[src/rtl/lr_shift_pkg.sv]
`default_nettype none
// ============================================================================
// Module      : lr_shift_pkg
// Description : Shared mode encoding for the left/right shift register.
// Revision    : 1.0 - initial release
// ============================================================================
package lr_shift_pkg;

    typedef logic [1:0] mode_t;

    // Encoding is {L,R} taken straight from the request pins.
    localparam mode_t MODE_LOAD     = 2'b00;
    localparam mode_t MODE_SHR      = 2'b01;
    localparam mode_t MODE_SHL      = 2'b10;
    localparam mode_t MODE_CONFLICT = 2'b11;

    function automatic logic is_load_mode(input mode_t mode);
        return (mode == MODE_LOAD) || (mode == MODE_CONFLICT);
    endfunction

endpackage : lr_shift_pkg
`default_nettype wire

[src/rtl/lr_shift_if.sv]
`default_nettype none
// ============================================================================
// Module      : lr_shift_if
// Description : Control/data bundle between a shift-register driver and the register.
// Revision    : 1.0 - initial release
// ============================================================================
interface lr_shift_if #(
    parameter int WIDTH = 8
);

    logic             Si;
    logic             L;
    logic             R;
    logic [WIDTH-1:0] In;
    logic [WIDTH-1:0] Out;

    modport master (
        output Si,
        output L,
        output R,
        output In,
        input  Out
    );

    modport slave (
        input  Si,
        input  L,
        input  R,
        input  In,
        output Out
    );

endinterface : lr_shift_if
`default_nettype wire

[src/rtl/lr_shift_next.sv]
`default_nettype none
// ============================================================================
// Module      : lr_shift_next
// Description : Combinational next-state select: load, shift right or shift left.
// Revision    : 1.0 - initial release
// ============================================================================
module lr_shift_next
    import lr_shift_pkg::*;
#(
    parameter int WIDTH = 8
) (
    input  wire mode_t            i_mode,
    input  wire logic             i_si,
    input  wire logic [WIDTH-1:0] i_in,
    input  wire logic [WIDTH-1:0] i_state,
    output logic      [WIDTH-1:0] o_next
);

    always_comb begin
        o_next = i_in;
        case (i_mode)
            MODE_SHR:      o_next = {i_si, i_state[WIDTH-1:1]};
            MODE_SHL:      o_next = {i_state[WIDTH-2:0], i_si};
            // A conflicting request falls back to a parallel load.
            MODE_LOAD,
            MODE_CONFLICT: o_next = i_in;
            default:       o_next = i_in;
        endcase
    end

endmodule : lr_shift_next
`default_nettype wire

[src/rtl/lr_shift_1.sv]
`default_nettype none
// ============================================================================
// Module      : lr_shift_1
// Description : Loadable left/right shift register with serial input.
// Revision    : 1.0 - initial release
// ============================================================================
module lr_shift_1
    import lr_shift_pkg::*;
#(
    parameter int WIDTH = 8
) (
    input  wire logic   clk,
    input  wire logic   rst_n,
    lr_shift_if.slave   bus
);

    logic [WIDTH-1:0] r_state;
    logic [WIDTH-1:0] w_next;
    mode_t            w_mode;

    assign w_mode = {bus.L, bus.R};

    lr_shift_next #(
        .WIDTH (WIDTH)
    ) u_next (
        .i_mode  (w_mode),
        .i_si    (bus.Si),
        .i_in    (bus.In),
        .i_state (r_state),
        .o_next  (w_next)
    );

    always_ff @(posedge clk or negedge rst_n) begin
        if (!rst_n) begin
            r_state <= '0;
        end else begin
            r_state <= w_next;
        end
    end

    assign bus.Out = r_state;

endmodule : lr_shift_1
`default_nettype wire

[src/flat_wrapper.sv]
// flat-port wrapper written by rule: the top's interface ports become plain ports
module lr_shift_1_flat import lr_shift_pkg::*;
#(
    parameter int WIDTH = 8
)
  (clk, rst_n, bus_Si, bus_L, bus_R, bus_In, bus_Out);
  lr_shift_if #(.WIDTH(WIDTH)) bus_i ();
  input  wire logic clk;
  input  wire logic rst_n;
  input wire logic [$bits(bus_i.Si)-1:0] bus_Si;
  input wire logic [$bits(bus_i.L)-1:0] bus_L;
  input wire logic [$bits(bus_i.R)-1:0] bus_R;
  input wire logic [$bits(bus_i.In)-1:0] bus_In;
  output wire logic [$bits(bus_i.Out)-1:0] bus_Out;
  assign bus_i.Si = bus_Si;
  assign bus_i.L = bus_L;
  assign bus_i.R = bus_R;
  assign bus_i.In = bus_In;
  assign bus_Out = bus_i.Out;
  lr_shift_1 #(.WIDTH(WIDTH)) u_core (.clk(clk), .rst_n(rst_n), .bus(bus_i));
endmodule
[config.mk]
export PLATFORM = sky130hd
export DESIGN_NAME = lr_shift_1_flat
export DESIGN_NICKNAME = d
export VERILOG_FILES = /design/src/rtl/lr_shift_pkg.sv /design/src/rtl/lr_shift_if.sv /design/src/rtl/lr_shift_next.sv /design/src/rtl/lr_shift_1.sv /design/src/flat_wrapper.sv
export SDC_FILE = /design/constraint.sdc
export NUM_CORES = 1
export LEC_CHECK = 0
export BUFFER_PORTS_ARGS = -buffer_cell sky130_fd_sc_hd__buf_2
export CORE_AREA = 2 2 39 41
export CTS_CLUSTER_SIZE = 12
export DETAILED_ROUTE_END_ITERATION = 8
export DIE_AREA = 0 0 41 43
export SLEW_MARGIN = 5
export SYNTH_ARGS = -nofsm -noshare
export SYNTH_HDL_FRONTEND = slang
export SYNTH_SLANG_ARGS = --single-unit
[constraint.sdc]
create_clock -name clk -period 0.9 [get_ports clk]
set_clock_uncertainty 0.05 [all_clocks]
set_input_delay 0.045 -clock clk [delete_from_list [all_inputs] [get_ports clk]]
set_output_delay 0.045 -clock clk [all_outputs]
set_load 0.01 [all_outputs]
## Yosys cells after proc, flatten, opt, wreduce, memory -nomap -nowiden

Cells that the tools add are included.
Widths: inputs -> output; s select.

- Eq/ne operators: 3
- Muxes and demuxes: 1
- Reductions and logical operators: 2

Operators by type and width:

| kind | count |
|---|---|
| $pmux 8 s3 | 1 |
| $eq 2x2->1 const B | 2 |
| $eq 2x1->1 const B | 1 |
| $logic_not 2->1 | 1 |
| $reduce_or 2->1 | 1 |

- Register bits: 8
- Output and inout port bits: 8

## Longest topological paths before layout

- Depth in word-level cells: 3
- Gate-level depth with buffers: 5
- Mapped depth without buffers: 4

## Hierarchy

From an unflattened synthesis, not the netlist that was laid out.

- Cells, all modules: 39
- Area, all modules: 396.6 um2

Modules (own cells, without submodules):

| module | instances | cells each | area an instance (um2) | seq. area each (um2) |
|---|---|---|---|---|
| lr_shift_1 | 1 | 8 | 200.2 | 200.2 |
| lr_shift_next | 1 | 31 | 196.4 | 0.0 |

## Worst setup path before layout

Ideal clock, no wire load.

- Path type: input-to-reg
- Start: in bus_R
- End: reg u_core.r_state[5], in the netlist u_core.bus.Out[5]
- Setup time: 0.130 ns
- Arrival: 0.699 ns
- Data required time: 0.720 ns
- Setup slack: 0.021 ns
- Stages: 5
- Cell sequence: inv_1 -> ha_1 -> buf_4 -> a22oi_1 -> o21ai_0

- Cells in the longest elaborated chain, start to end: 3
- Elaborated cells between the ends (all ways): 6

RTL lines:

| what | line | text |
|---|---|---|
| start: declaration | flat_wrapper.sv:12 | `input wire logic [$bits(bus_i.R)-1:0] bus_R;` |
| $eq 2x2->1 or $logic_not 2->1 (tied branches) | lr_shift_next.sv:21 | `case (i_mode)` |
| $reduce_or 2->1 | lr_shift_next.sv:21 |  |
| $pmux 8 s3 * | lr_shift_next.sv:21 |  |
| via u_core.u_next.o_next[5] | lr_shift_next.sv:16 | `output logic [WIDTH-1:0] o_next` |
| end signal: assignment | lr_shift_1.sv:37 | `r_state <= w_next;` |
| end: declaration | lr_shift_1.sv:17 | `logic [WIDTH-1:0] r_state;` |

Mark *: on every way through the listed nets, which the timed path passes. The rest lies on a longest branch.

## Final worst setup path

- Start: reg u_core.r_state[6], in the netlist u_core.bus.Out[6]
- End: out bus_Out[6]

RTL lines:

| what | line | text |
|---|---|---|
| end: declaration | flat_wrapper.sv:14 | `output wire logic [$bits(bus_i.Out)-1:0] bus_Out;` |

No word-level cell between the ends.

==> out/metrics.cfg <==
[critical_path]
cp_num_buf_inv = 1
crit_path_end_kind = output pin
worstSetupPathType = reg -> out
max_stage_delay_ps = 390
critPathArrivalTime_ps = 790
crit_path_start_kind = flip-flop
cp_data_required_time_ps = 810
slowest_stage = dfrtp_1
crit_family = flip-flops
path_cells = buf_2
critPathMaxFanout = 3

[grt]
grt_pass1_wl_mm = 1.51
antenna_found_initial = 0
first_global_vias = 370
grt_max_degree = 17
overflow = 0
gr-usage-all-layers = 0.129

[finish]
ff_latch_area_sq_um = 200
antennaDiodeCount = 0
finalNetCount = 79
drive_above_1_share = 0.387
largest_reg_flops = 8
fillerInstances = 160
area_growth_pct = 35.7
multi_input_area_sq_um = 155
fin_cells = 78
finish.utilization = 0.385

[route]
antenna_left = 0
wl_per_cell_um = 11.8
first_pass_iters = 4
drc = 0
vias = 382
totalWireLength_um = 921
drtIter0Drc = 6
vias_per_cell = 4.90

[placement]
place_inst = 72
place_congestion = 0.698
dp_hpwl_um = 681
portBuffers = 20

[synth]
synth_seq_cells = 8
synth_top_area_share = 0.510
syn-num-nets = 54
synthTopCellsByArea = dfrtp_1 (51%), a22oi_1 (15%), o21ai_0 (7.6%)
synth_cell_types = 9
synthCells = 39
ys_warn_count = 0
synth_area_leader_cell = dfrtp_1
netlist_area_sq_um = 393
avgSynthCellArea_sq_um = 10.1
synth-seq-area-share = 0.510

[clocking]
clkTransAtPathRegs_ps = 50
cts-root-buf = clkbuf_4
clk_path_buf_depth = 2
cts_buffers = 3
cts-htree-levels = 1
cts_tree = yes
cts_num_sinks = 8
worstSkewPairLatency_ps = 250

[power_and_ir_drop]
pwr-share-comb = 0.223
power.switching_uw = 241
intPower_uw = 651
power.leakage_uw = 0.000278
ir_drop_mv = 0.870
switching_share = 0.271
power.total_uw = 892
p_per_area_nw_per_um2 = 1670
power_frac_seq = 0.487
clock_power_share = 0.290

[sta]
min_period_ps = 881
clock.fmax_mhz = 1130
tightest_slew_ps = 470
final.period_utilization = 0.979
hold_viol = 0
hold_ws_ps = 24.2
drv_slew = 0
rsz0062_at_grt = true
final-setup-viol-count = 0
setup-tns-final_ps = 0
slew_headroom = 0.687

[die]
core_sq_um = 1380
dieArea_sq_um = 1760
io_pins = 21
dieHeight_um = 43
die_w_um = 41
num_rows = 14
start_util = 0.284

[min_path]
min_path_type = in -> reg

[run_status]
status = finished, final reports clean

[run]
maxCapViolCount = 0

-- power groups by stage --
stage          Combinational (uW)  Sequential (uW)  Clock [uW]
3_3_place_gp                  180              441           0
5_1_grt                       224              439         290
6_report                      198              435         259
2_1_floorplan                82.5              457           0
4_1_cts                       190              435         270
3_5_place_dp                  182              441           0
-- routing by layer --
layer	track usage	vias up	share of wire
li1	-	187	-
met1	0.162	176	0.42
met2	0.184	17	0.46
met3	0.0366	2	0.12
met4	0.0800	0	0.0087
met5	0	-	0
-- worst paths after layout --
| check | from | to | slack [ps] | depth (start not counted) |
|---|---|---|---|---|
| worst min register to register | u_core.bus.Out[7] | u_core.bus.Out[6] | 440 | 2 |
| worst min-delay path | bus_In[7] | u_core.bus.Out[7] | 20 | 3 |
| worst max-delay path | u_core.bus.Out[6] | bus_Out[6] | 20 | 1 |
| max in group asynchronous | rst_n | u_core.bus.Out[3] | 510 | 2 |
| worst max register to register | u_core.bus.Out[4] | u_core.bus.Out[5] | 40 | 2 |
| min in group asynchronous | rst_n | u_core.bus.Out[5] | 110 | 2 |
-- area by class of cell --
type	count	share of cell area
clock buffer	3	0.0423
multi-input combinational	26	0.291
tap	16	0.0376
timing repair buffer	23	0.239
sequential	8	0.376
inverter	2	0.0141
-- synth_stat cells (all sizes together) --
cell   n
buf    3
dfrtp  8
a22oi  8
inv    2
nand2  8
o21ai  8
ha     2
-- tightest hold or removal path, cell delays in order --
cell and delay (ps):
buf_2 80, a22oi_1 50, o21ai_1 100
-- repair_timing --
item / 4_1_cts / 5_1_grt
resized for setup: 0 / 3
hold buffers: 2 / 0
endpoints found under the setup margin: 0 / 8
endpoints found under the hold margin: 9 / 0
setup buffers: 0 / 1
-- layout by cell type, fill, tap and decap left out --
cell / n
dfrtp_1: 8
inv_1: 2
clkbuf_4: 3
nand2_1: 8
a22oi_1: 8
dlygate4sd3_1: 2
o21ai_1: 5
buf_4: 1
buf_2: 20
o21ai_0: 3
ha_1: 2
-- stage by stage --
stage | setup slack [ps] | cell area, sq um
after floorplan | 21.0 | 393
after global placement | -132 | 483
after detailed placement | -136 | 483
after CTS | 9.78 | 526
after global routing | -27.1 | 533
final | 18.8 | 533
-- kinds of logic after synthesis --
kind of cell,synth area share
AOI/OAI and AO/OA,0.255
and+or+nand+nor,0.0764
DFF,0.510
buffers and inverters,0.0956
adders and majority gates,0.0637
(Power assumes the default switching activity.)
